--- config.mk ---
export PLATFORM = sky130hd
export DESIGN_NAME = rs_c1_encoder
export DESIGN_NICKNAME = d
export VERILOG_FILES = /design/src/rtl/rs_pkg.sv /design/src/rtl/gf256_mult.sv /design/src/rtl/rs_c1_encoder.sv
export SDC_FILE = /design/constraint.sdc
export NUM_CORES = 1
export LEC_CHECK = 0
export CAP_MARGIN = 0
export CORE_ASPECT_RATIO = 2
export CORE_MARGIN = 5
export CORE_UTILIZATION = 41
export CTS_CLUSTER_SIZE = 10
export DETAILED_ROUTE_END_ITERATION = 6
export GPL_TIMING_DRIVEN = 1
export PLACE_DENSITY_LB_ADDON = 0.05
export REMOVE_ABC_BUFFERS = 1
export SYNTH_ARGS = -nofsm -noshare
export SYNTH_HDL_FRONTEND = slang
export SYNTH_HIERARCHICAL = 1
export SYNTH_SLANG_ARGS = --single-unit
--- constraint.sdc ---
create_clock -name i_clk -period 6.9 [get_ports i_clk]
set_input_delay 1.38 -clock i_clk [delete_from_list [all_inputs] [get_ports i_clk]]
set_output_delay 1.38 -clock i_clk [all_outputs]
set_load 0.02 [all_outputs]
--- src/rtl/rs_pkg.sv ---
// Shared Reed-Solomon constants for the C1 path: GF(256) field polynomial,
// generator coefficients for roots alpha^0..alpha^3, and the encoder state type.
package rs_pkg;
  localparam logic [8:0]  GF_POLY = 9'h11D;
  localparam logic [7:0]  G3      = 8'h0F;
  localparam logic [7:0]  G2      = 8'h36;
  localparam logic [7:0]  G1      = 8'h78;
  localparam logic [7:0]  G0      = 8'h40;
  localparam int unsigned RS_NPAR = 4;

  typedef enum logic {
    DATA = 1'b0,
    PAR  = 1'b1
  } state_t;
endpackage

--- src/rtl/gf256_mult.sv ---
// GF(256) multiplier reduced by GF_POLY; with b tied to a constant it
// collapses to an XOR network.
module gf256_mult
  import rs_pkg::*;
(
  input  logic [7:0] a,
  input  logic [7:0] b,
  output logic [7:0] p
);

  logic [7:0] acc;
  logic [7:0] sh;

  always_comb begin
    acc = '0;
    sh  = a;
    for (int unsigned i = 0; i < 8; i++) begin
      if (b[i]) acc = acc ^ sh;
      sh = {sh[6:0], 1'b0} ^ (sh[7] ? GF_POLY[7:0] : 8'h00);
    end
    p = acc;
  end

endmodule

--- src/rtl/rs_c1_encoder.sv ---
// Systematic RS(N_DATA+4, N_DATA) encoder: echoes message bytes, then emits
// the four LFSR remainder bytes, over a valid/ready stream.
module rs_c1_encoder
  import rs_pkg::*;
#(
  parameter int unsigned N_DATA = 28
) (
  input  logic       i_clk,
  input  logic       i_rst,
  input  logic       i_valid,
  input  logic [7:0] i_data,
  output logic       o_ready,
  output logic       o_valid,
  output logic [7:0] o_data,
  output logic       o_last,
  input  logic       i_ready
);

  localparam int unsigned CW = (N_DATA > 1) ? $clog2(N_DATA) : 1;
  localparam logic [CW-1:0] LAST_BYTE = CW'(N_DATA - 1);
  localparam logic [1:0]    LAST_PAR  = 2'(RS_NPAR - 1);

  state_t        state;
  logic [CW-1:0] byte_cnt;
  logic [1:0]    par_cnt;
  logic [7:0]    r3, r2, r1, r0;
  logic [7:0]    fb;
  logic [7:0]    m3, m2, m1, m0;
  logic          load_ok;
  logic          accept;
  logic          par_load;

  assign fb       = i_data ^ r3;
  assign load_ok  = ~o_valid | i_ready;
  assign o_ready  = (state == DATA) & load_ok;
  assign accept   = o_ready & i_valid;
  assign par_load = (state == PAR) & load_ok;

  gf256_mult u_mul3 (.a(fb), .b(G3), .p(m3));
  gf256_mult u_mul2 (.a(fb), .b(G2), .p(m2));
  gf256_mult u_mul1 (.a(fb), .b(G1), .p(m1));
  gf256_mult u_mul0 (.a(fb), .b(G0), .p(m0));

  always_ff @(posedge i_clk or posedge i_rst) begin
    if (i_rst) begin
      state    <= DATA;
      byte_cnt <= '0;
      par_cnt  <= '0;
      r3       <= '0;
      r2       <= '0;
      r1       <= '0;
      r0       <= '0;
      o_valid  <= 1'b0;
      o_data   <= '0;
      o_last   <= 1'b0;
    end else if (accept) begin
      o_data  <= i_data;
      o_valid <= 1'b1;
      o_last  <= 1'b0;
      r3      <= r2 ^ m3;
      r2      <= r1 ^ m2;
      r1      <= r0 ^ m1;
      r0      <= m0;
      if (byte_cnt == LAST_BYTE) begin
        state    <= PAR;
        par_cnt  <= '0;
        byte_cnt <= '0;
      end else begin
        byte_cnt <= byte_cnt + 1'b1;
      end
    end else if (par_load) begin
      o_data  <= r3;
      o_valid <= 1'b1;
      par_cnt <= par_cnt + 2'd1;
      // Final parity byte also clears the remainder so the next codeword starts clean.
      if (par_cnt == LAST_PAR) begin
        o_last   <= 1'b1;
        state    <= DATA;
        byte_cnt <= '0;
        r3       <= '0;
        r2       <= '0;
        r1       <= '0;
        r0       <= '0;
      end else begin
        o_last <= 1'b0;
        r3     <= r2;
        r2     <= r1;
        r1     <= r0;
        r0     <= '0;
      end
    end else if (o_valid & i_ready) begin
      o_valid <= 1'b0;
      o_last  <= 1'b0;
    end
  end

endmodule

==> impl_table.tex, run 1 <==
\begin{tabular}{lr}
\hline
Metric & Value \\
\hline
\multicolumn{2}{l}{\textbf{Run status}} \\
Status & finished, final reports clean \\
\multicolumn{2}{l}{\textbf{Cells and area}} \\
Cell area after layout & 8180 µm² \\
Final Net Count & 990 \\
Number of diodes & 0 \\
Share of cells above drive strength 1 & 0.0768 \\
Post-synthesis to final-layout area growth & 9.11\% \\
\multicolumn{2}{l}{\textbf{Timing}} \\
Endpoints failing setup & 0 \\
Worst slew slack as a fraction of its limit & 0.260 \\
Setup skew after layout & 9.35 ps \\
Tightest Pin Transition & 1110 ps \\
Fmax & 209 MHz \\
Final hold violation count & 0 \\
Final worst path period need & 4790 ps \\
RSZ-0062 raised after global routing & false \\
Total negative slack for setup checks & 0 ps \\
Tcrit/Tclk final & 0.694 \\
Final count of pins violating max slew & 0 \\
\multicolumn{2}{l}{\textbf{Clocking}} \\
Post-CTS Setup Bufs & 0 \\
Clock buffer depth & 2 \\
Post-CTS sizing & 0 \\
Cell chosen for the clock root & sky130\_fd\_sc\_hd\_\_clkbuf\_16 \\
Number of buffers added to fix hold violations after cts & 0 \\
H-tree levels & 2 \\
Number of clock sinks & 50 \\
Clock edge transition at the registers on the reported setup and hold paths & 70 ps \\
Clock tree from TritonCTS & yes \\
Number of buffers created by CTS & 5 \\
Insertion delay to the later sink of the worst-skew pair & 290 ps \\
\multicolumn{2}{l}{\textbf{Yosys}} \\
Count of different cell masters after synthesis & 46 \\
Post-synth EDFFs & 0 \\
Sequential area share after synthesis & 0.167 \\
Number of standard cells after synthesis & 959 \\
Warnings from Yosys & 6 \\
Top cell type by total area after synthesis & sky130\_fd\_sc\_hd\_\_xnor2\_1 \\
Biggest area contributors in the synthesized netlist & sky130\_fd\_sc\_hd\_\_xnor2\_1 (24\%), sky130\_fd\_sc\_hd\_\_dfrtp\_1 (17\%), sky130\_fd\_sc\_hd\_\_nand2\_1 (11\%) \\
Synthesized cell area & 7500 µm² \\
Cell with the most instances after synthesis & sky130\_fd\_sc\_hd\_\_nand2\_1 \\
Ys async rst share & 1.00 \\
Proportion of netlist area held by the largest area contributor & 0.241 \\
Number of synthesized register bits & 50 \\
Top flip-flop cell by instance count after synthesis & sky130\_fd\_sc\_hd\_\_dfrtp\_1 \\
Per-instance average area after synthesis & 7.82 µm² \\
Top cell types by occurrence after synthesis & sky130\_fd\_sc\_hd\_\_nand2\_1 (216), sky130\_fd\_sc\_hd\_\_xnor2\_1 (206), sky130\_fd\_sc\_hd\_\_xor2\_1 (82) \\
\multicolumn{2}{l}{\textbf{Floorplan}} \\
Height of the die & 201 µm \\
Die Area & 21300 µm² \\
Placement Rows & 70 \\
Die span in x & 106 µm \\
Number of placed I/O pins & 23 \\
Core ar. & 18100 µm² \\
Effective utilization at floorplan & 0.414 \\
\multicolumn{2}{l}{\textbf{Detailed routing}} \\
Wirelength, routed & 21.3 mm \\
Number of DRC markers after the initial detailed-route iteration & 243 \\
DRC Markers & 0 \\
Residual antenna-violating net count after detailed routing & 0 \\
Detailed-route vias per instance & 5.04 \\
Detailed-route via count & 6012 \\
Routed wirelength normalized by instance count & 17.8 µm \\
Drt pass-1 iters & 5 \\
\multicolumn{2}{l}{\textbf{Place}} \\
Sum of net half-perimeters after detailed placement & 16.0 mm \\
Cell area reported after detailed placement & 8010 µm² \\
Total of buffers placed on input and output ports & 22 \\
Placer congestion estimate & 0.825 \\
\multicolumn{2}{l}{\textbf{Critical path}} \\
Worst reg2reg startpoint & r3[7] \\
Data arrival, critical path & 4920 ps \\
Highest net fanout along the worst path & 18 \\
Worst endpoint required time & 7030 ps \\
FF-to-FF setup slack & 3290 ps \\
Startpoint class of the critical path & input port \\
Cell repeated most along the worst path & sky130\_fd\_sc\_hd\_\_xnor2\_1 \\
Critical-path cell with the highest stage delay & sky130\_fd\_sc\_hd\_\_xor2\_4 \\
Critical path buffer and inverter count & 2 \\
Critical path, cell by cell & clkdlybuf4s50\_1 -> xor2\_4 -> buf\_4 -> xor2\_2 -> xor2\_2 -> nand2\_1 -> xnor2\_1 -> xnor2\_1 -> xnor2\_1 -> nor2\_1 -> o21ai\_0 -> a31oi\_1 \\
Family of cells with the greatest summed delay on the critical path & XOR/XNOR gates \\
Critical path's largest stage delay & 770 ps \\
CP Capture Type & flop \\
Type of the worst setup path & in2reg \\
Startpoint of the most critical setup path & i\_data[7] \\
\multicolumn{2}{l}{\textbf{Global route}} \\
Remaining global-route overflow & 0 \\
Largest net degree at the start of global routing & 51 \\
Initial antenna violation count & 0 \\
Overall fraction of global-route tracks in use & 0.204 \\
Global-route wire length before repair & 34.2 mm \\
Vias in the first global route & 6151 \\
\multicolumn{2}{l}{\textbf{Hold path}} \\
Path class of the lowest-slack min-delay path & reg2reg \\
Launch point of the worst hold path & byte\_cnt[4] \\
\multicolumn{2}{l}{\textbf{Flow run}} \\
Max-cap check violation count & 0 \\
\hline
\end{tabular}
[final timing paths]
kind | to | depth (start not counted)
worst max-delay path | r3[4] | 12
worst min-delay path | byte_cnt[4] | 1
worst max register to register | r3[4] | 11
worst min register to register | byte_cnt[4] | 1
max in group asynchronous | r2[4] | 3
min in group asynchronous | r0[6] | 3
[layout by cell type (no fill, tap or decap), drive strengths merged]
master / netlist / final
clkdlybuf4s50: 0 / 22
nor2: 67 / 67
a211oi: 2 / 2
o211ai: 3 / 3
clkinv: 0 / 1
clkbuf: 28 / 5
buf: 44 / 15
and2b: 2 / 2
dfrtp: 50 / 50
o21ai: 37 / 37
xor2: 109 / 109
o31ai: 2 / 2
and2: 2 / 2
bufinv: 0 / 1
conb: 2 / 47
ha: 2 / 2
nand3: 6 / 6
xnor2: 206 / 206
nand3b: 20 / 20
nor3: 6 / 6
inv: 13 / 14
mux2i: 14 / 14
a21oi: 22 / 22
a22o: 10 / 10
and3: 1 / 1
xnor3: 4 / 4
nand4b: 1 / 1
a22oi: 24 / 24
nand2: 217 / 217
a2bb2oi: 1 / 1
nor4bb: 3 / 3
nor2b: 15 / 15
o311ai: 1 / 1
a21o: 1 / 1
a31oi: 25 / 25
mux2: 8 / 8
a32oi: 3 / 3
nand2b: 8 / 8
[area by class of cell]
type | count | area, µm²
Fill cell | 1883 | 9950
Multi-Input combinational cell | 869 | 6110
Timing Repair Buffer | 37 | 333
Tap cell | 216 | 270
Inverter | 13 | 48.8
Sequential cell | 50 | 1250
Clock buffer | 5 | 125
Clock inverter | 3 | 43.8
[flip-flops by register name, indices dropped and copies added, names as in the netlist]
register	cells
o_valid	1
o_last	1
r2	8
state	1
r0	8
r1	8
byte_cnt	5
par_cnt	2
o_data	8
r3	8
[metrics by stage]
step / instances / hold WS [ps] / setup WS [ps] / utilization
floorplan: 932 / 445 / 237 / -
global placement: 1185 / 483 / 1790 / 0.442
detailed placement: 1185 / 482 / 1790 / 0.442
CTS: 1193 / 499 / 2080 / 0.451
global route: 1193 / 514 / 1830 / 0.451
finish: 1193 / 495 / 2110 / 0.451
[cells by family after synthesis]
group,Yosys count,synth area share
AOI/OAI and AO/OA,131,0.112
muxes,22,0.0307
and+or+nand+nor,348,0.202
xor gates and xnor gates,319,0.425
DFF,50,0.167
other,2,0.00100
adders and majority gates,2,0.00334
buffers and inverters,85,0.0589
[layer usage]
| metal | track usage | vias to the layer above | part of all wire |
|---|---|---|---|
| li1 | - | 3051 | - |
| met1 | 0.214 | 2843 | 0.38 |
| met2 | 0.408 | 81 | 0.57 |
| met3 | 0.0125 | 37 | 0.011 |
| met4 | 0.0838 | 0 | 0.042 |
| met5 | 0 | - | 0 |
Power of run 1 is not shown: default switching activity piles up to over one toggle a cycle in this logic, so the estimate is an artifact.
==> run 2, diff against run 1 <==
- clock period: 6.9 -> 4.17 ns (I/O delays scaled with it)
==> run 2 against run 1 <==
  * Register-to-register slack got worse by 2000 ps
  * Final cell count rose by 1.8%
  * Largest cell class unchanged
  * Worst setup slack got worse by 1400 ps
  * Critical path depth did not move
  * Core utilization rose by 1.2 points
  * Routed wire length rose by 2.9%
  * Critical endpoint is now r2[4]
  * Worst hold slack barely moved
  * Global-route usage rose by 0.59 points
  * Final area rose by 2.6%
  * Flip-flop and latch count did not move
  * Clock-buffer cell count rose by 2
==> impl_table.tex, run 2 (same netlist as run 1, synthesis figures left out) <==
\begin{tabular}{lr}
\hline
Metric & Value \\
\hline
\multicolumn{2}{l}{\textbf{Run status}} \\
Status & finished, final reports clean \\
\multicolumn{2}{l}{\textbf{Place}} \\
Placer congestion estimate & 0.847 \\
Total of buffers placed on input and output ports & 22 \\
Sum of net half-perimeters after detailed placement & 16.6 mm \\
Number of cells in the design after placement & 1206 \\
\multicolumn{2}{l}{\textbf{Timing}} \\
Fmax & 289 MHz \\
Tcrit/Tclk final & 0.830 \\
Worst slew slack as a fraction of its limit & 0.587 \\
Final worst path period need & 3460 ps \\
Total negative slack for setup checks & 0 ps \\
Tightest Pin Transition & 619 ps \\
RSZ-0062 raised after global routing & false \\
Setup skew after layout & 7.22 ps \\
Endpoints failing setup & 0 \\
Final count of pins violating max slew & 0 \\
Final hold violation count & 0 \\
\multicolumn{2}{l}{\textbf{Global route}} \\
Global-route wire length before repair & 35.3 mm \\
Vias in the first global route & 6255 \\
Overall fraction of global-route tracks in use & 0.210 \\
Remaining global-route overflow & 0 \\
Initial antenna violation count & 0 \\
Largest net degree at the start of global routing & 49 \\
\multicolumn{2}{l}{\textbf{Critical path}} \\
CP Capture Type & flop \\
Startpoint of the most critical setup path & i\_data[7] \\
Data arrival, critical path & 3670 ps \\
Type of the worst setup path & in2reg \\
Worst endpoint required time & 4380 ps \\
Worst reg2reg startpoint & r3[6] \\
Startpoint class of the critical path & input port \\
Highest net fanout along the worst path & 20 \\
FF-to-FF setup slack & 1300 ps \\
\multicolumn{2}{l}{\textbf{Floorplan}} \\
Placement Rows & 70 \\
Height of the die & 201 µm \\
Number of placed I/O pins & 23 \\
Die span in x & 106 µm \\
Effective utilization at floorplan & 0.414 \\
Die Area & 21300 µm² \\
Core ar. & 18100 µm² \\
\multicolumn{2}{l}{\textbf{Clocking}} \\
Clock buffer depth & 2 \\
Post-CTS Setup Bufs & 0 \\
Cell chosen for the clock root & sky130\_fd\_sc\_hd\_\_clkbuf\_16 \\
Number of clock sinks & 50 \\
Number of buffers added to fix hold violations after cts & 0 \\
H-tree levels & 2 \\
Number of buffers created by CTS & 5 \\
Clock tree from TritonCTS & yes \\
Post-CTS sizing & 0 \\
Insertion delay to the later sink of the worst-skew pair & 290 ps \\
Clock edge transition at the registers on the reported setup and hold paths & 70 ps \\
\multicolumn{2}{l}{\textbf{Detailed routing}} \\
DRC Markers & 0 \\
Drt pass-1 iters & 6 \\
Detailed-route via count & 6109 \\
Wirelength, routed & 21.9 mm \\
Detailed-route vias per instance & 5.03 \\
Routed wirelength normalized by instance count & 18.0 µm \\
Residual antenna-violating net count after detailed routing & 0 \\
Number of DRC markers after the initial detailed-route iteration & 254 \\
\multicolumn{2}{l}{\textbf{Hold path}} \\
Path class of the lowest-slack min-delay path & reg2reg \\
Launch point of the worst hold path & byte\_cnt[4] \\
\multicolumn{2}{l}{\textbf{Cells and area}} \\
Post-synthesis to final-layout area growth & 11.9\% \\
Most common cell after layout, fill and taps aside & sky130\_fd\_sc\_hd\_\_nand2\_1 \\
Top library cells by usage in the layout, fill and taps aside & sky130\_fd\_sc\_hd\_\_nand2\_1 (216), sky130\_fd\_sc\_hd\_\_xnor2\_1 (206), sky130\_fd\_sc\_hd\_\_xor2\_1 (74), sky130\_fd\_sc\_hd\_\_nor2\_1 (63), sky130\_fd\_sc\_hd\_\_dfrtp\_1 (50) \\
Final Non-Filler Cells & 1214 \\
Share of cells above drive strength 1 & 0.0952 \\
Final Net Count & 1011 \\
Utilization after layout & 0.463 \\
Number of diodes & 0 \\
\multicolumn{2}{l}{\textbf{Flow run}} \\
Max-cap check violation count & 0 \\
\hline
\end{tabular}
## run 2: cell count changes in the layout (fill, tap and decap cells not counted), sizes merged
cell / change
clkbuf: +2
bufinv: -1
inv: -1
buf: +21
## run 2: worst max-delay path, stage by stage
cell and delay, ps:
sky130_fd_sc_hd__clkdlybuf4s50_1 590, sky130_fd_sc_hd__xor2_4 180, sky130_fd_sc_hd__buf_12 250, sky130_fd_sc_hd__xor2_2 260, sky130_fd_sc_hd__xor2_2 330, sky130_fd_sc_hd__nand2_1 130
sky130_fd_sc_hd__xnor2_1 210, sky130_fd_sc_hd__xnor2_1 150, sky130_fd_sc_hd__xnor2_1 270, sky130_fd_sc_hd__xor2_1 200, sky130_fd_sc_hd__nand2_1 70, sky130_fd_sc_hd__a31oi_1 160
## run 2: per-layer routing
metal / global-route usage / vias up / routed length (µm)
li1: - / 3088 / -
met1: 0.224 / 2900 / 8270
met2: 0.424 / 93 / 12500
met3: 0.0132 / 28 / 360
met4: 0.0690 / 0 / 727
met5: 0 / - / 0
## run 2: layout make-up
cell class / count / area (µm²)
fillers: 1866 / 9740
multi-input cells: 869 / 6110
flip-flops and latches: 50 / 1250
repair buffers: 58 / 566
well taps: 216 / 270
clock buffers: 7 / 143
inverters: 13 / 48.8
clock inverters: 1 / 5.00
## run 2: path summary, 6_finish.rpt
check | endpoint | depth (start not counted)
min in group asynchronous | state | 2
worst max register to register | r1[3] | 11
worst max-delay path | r2[4] | 12
worst min-delay path | byte_cnt[4] | 1
max in group asynchronous | r2[4] | 3
worst min register to register | byte_cnt[4] | 1
## run 2: through the flow
stage	hold WS (ps)	setup WS [ps]	instance area, µm²
floorplan	445	-1950	7280
global placement	475	373	8250
detailed placement	477	376	8250
global route	520	503	8390
finish	495	708	8390
CTS	489	646	8390
Power of run 2 is left out for the same reason.
==> variant, RTL diff (config.mk and constraints of run 2) <==
Compare `byte_cnt` against `LAST_BYTE` with >= in place of ==.
--- a/src/rtl/rs_c1_encoder.sv
+++ b/src/rtl/rs_c1_encoder.sv
@@ -61,7 +61,7 @@
       r2      <= r1 ^ m2;
       r1      <= r0 ^ m1;
       r0      <= m0;
-      if (byte_cnt == LAST_BYTE) begin
+      if (byte_cnt >= LAST_BYTE) begin
         state    <= PAR;
         par_cnt  <= '0;
         byte_cnt <= '0;
Check against the original RTL: no difference found for any inputs over 10 cycles, from zero or initial values and one cycle with i_rst high; that may be too few to reach the edited logic, so the function may still have changed.
==> variant against run 2 <==
Critical path type unchanged; register-to-register slack barely moved; cell area rose by 0.75%; sequential cell count did not move; largest cell class unchanged; core utilization rose by 0.35 points; area after synthesis rose by 0.12%; non-clock buffer count rose by 7; first-iteration DRC count rose by 28%; worst setup slack got worse by 44 ps; routed wire length rose by 0.99%.
Power is left out: the tool's default activity adds up to more than one toggle a clock period on the data nets, which glitch-free logic cannot reach.
==> variant: results (changes against run 2) <==
metric	value	unit	change
status	finished clean		
Clk pin slew, worst setup/hold paths	70	ps	about the same
leading cell types by count after synthesis	nand2_1, xnor2_1, xor2_1, nand2b_1, dfrtp_1		
top post-synthesis cells by area	xnor2_1, dfrtp_1, nand2_1		
WHS Path Cells	2		+1
ANT cells	0		unchanged
YS warnings	6		unchanged
Worst-Margin Slew	929	ps	+311 ps
final wirelength	22.1	mm	+0.99%
Post-CTS Setup Inserts	0		unchanged
DRT Pass-1 Iters	4		-2
largest net degree at the start of global routing	47		-4.1%
slack of the worst reg-to-reg path	1300	ps	about the same
Hold Path Sink	o_data[0]		
count of nets after finishing	1016		+0.49%
IO Port Bufs	22		unchanged
RePlAce Congestion	0.849		+0.25%
vias in the first global route	6328		+1.2%
HP Start	o_data[0]		
FFs w/ async S/R, synth	100	%	unchanged
post-CTS sizing	0		unchanged
Synth Flop Type	dfrtp_1		
Netlist cell types	45		-2.2%
RR Endpoint	r1[3]		
FF-to-FF Start	r3[3]		
cell family with most CP delay	XOR/XNOR gates		
Crit Path Max Fanout	7		-65%
Layout Skew	3.23	ps	-3.99 ps
Final ANT Viol Nets	0		unchanged
HPWL after DPL	16.7	mm	+0.87%
Tot GR Track Use	21.2	%	+0.20 points
first-pass GRT wire length	35.5	mm	+0.59%
worst hold-check path type	flop to flop		
Worst-Skew Late Latency	290	ps	about the same
# fillers	1803		-3.4%
Fin Hold WS	472	ps	-23.6 ps
biggest cell delay along the critical path	580	ps	
register area share after synthesis	16.7	%	-0.019 points
DRC Markers	0		unchanged
Root Buffer	clkbuf_16		
H-Tree Depth	2		unchanged
CTS Buffer Depth	2		unchanged
Critical-path top delay cell	clkdlybuf4s50_1		
initial antenna violation count	0		unchanged
TritonCTS Buffers	5		unchanged
layout cell share with drive strength beyond 1	9.77	%	+0.25 points
crit path DAT	3670	ps	about the same
r2r worst-path depth	12		+1
DR iter-0 viols	326		+28%
vias per cell	5.09		+1.1%
[variant: cell types whose count changed after synthesis, sizes merged, moves of 12 or more]
cell / change
xor2: -14
a2bb2oi: +22
nand2b: +44
nand2: +12
nand3b: -17
o21ai: -15
nor2: -36
a21oi: +13
[variant: logic make-up (layout without fill, tap and decap cells)]
group	Yosys count	in the layout	share of synthesized area (%)
and+or+nand+nor	345	345	20.3
xor gates and xnor gates	305	305	40.8
AOI/OAI and AO/OA	145	145	12.9
buffers and inverters	88	88	6.03
DFF	50	50	16.7
muxes	21	21	2.92
adders and majority gates	2	2	0.333
other	2	47	0.100
[variant: routing by layer]
layer	global-route usage, %	up-vias	share of wire (%)
met4	8.06	0	4.0
met3	1.38	37	1.4
met2	41.9	84	56
met1	22.9	2973	38
met5	0	-	0
li1	-	3110	-
[variant: layout make-up]
type                       instances  share of cell area (%)
timing repair buffer              65                    7.46
sequential                        50                    14.8
inverter                          15                   0.666
clock inverter                     1                  0.0592
tap                              216                    3.20
multi-input combinational        865                    72.1
clock buffer                       7                    1.69
[variant: how the worst max path moves through the flow]
stage               startpoint     to
global route         i_data[7]  r2[6]
CTS                  i_data[3]  r1[3]
detailed placement   i_data[3]  r1[3]
floorplan            i_data[7]  r1[3]
global placement     i_data[3]  r1[3]
finish               i_data[3]  r1[3]
[variant: tightest hold or removal path: cells and delay by family (launching register included)]
kind / cells / cell delay, ps
flip-flops: 1 / 340
AND/OR/NAND/NOR: 2 / 100
[variant: per-stage QoR]
stage,instance area [um2],worst slack (ps),setup TNS (ps),cells
6_report,8460,664,0,1219
3_3_place_gp,8310,349,0,1211
4_1_cts,8460,639,0,1219
2_1_floorplan,7280,-1930,-46630,930
5_1_grt,8460,458,0,1219
3_5_place_dp,8310,351,0,1211
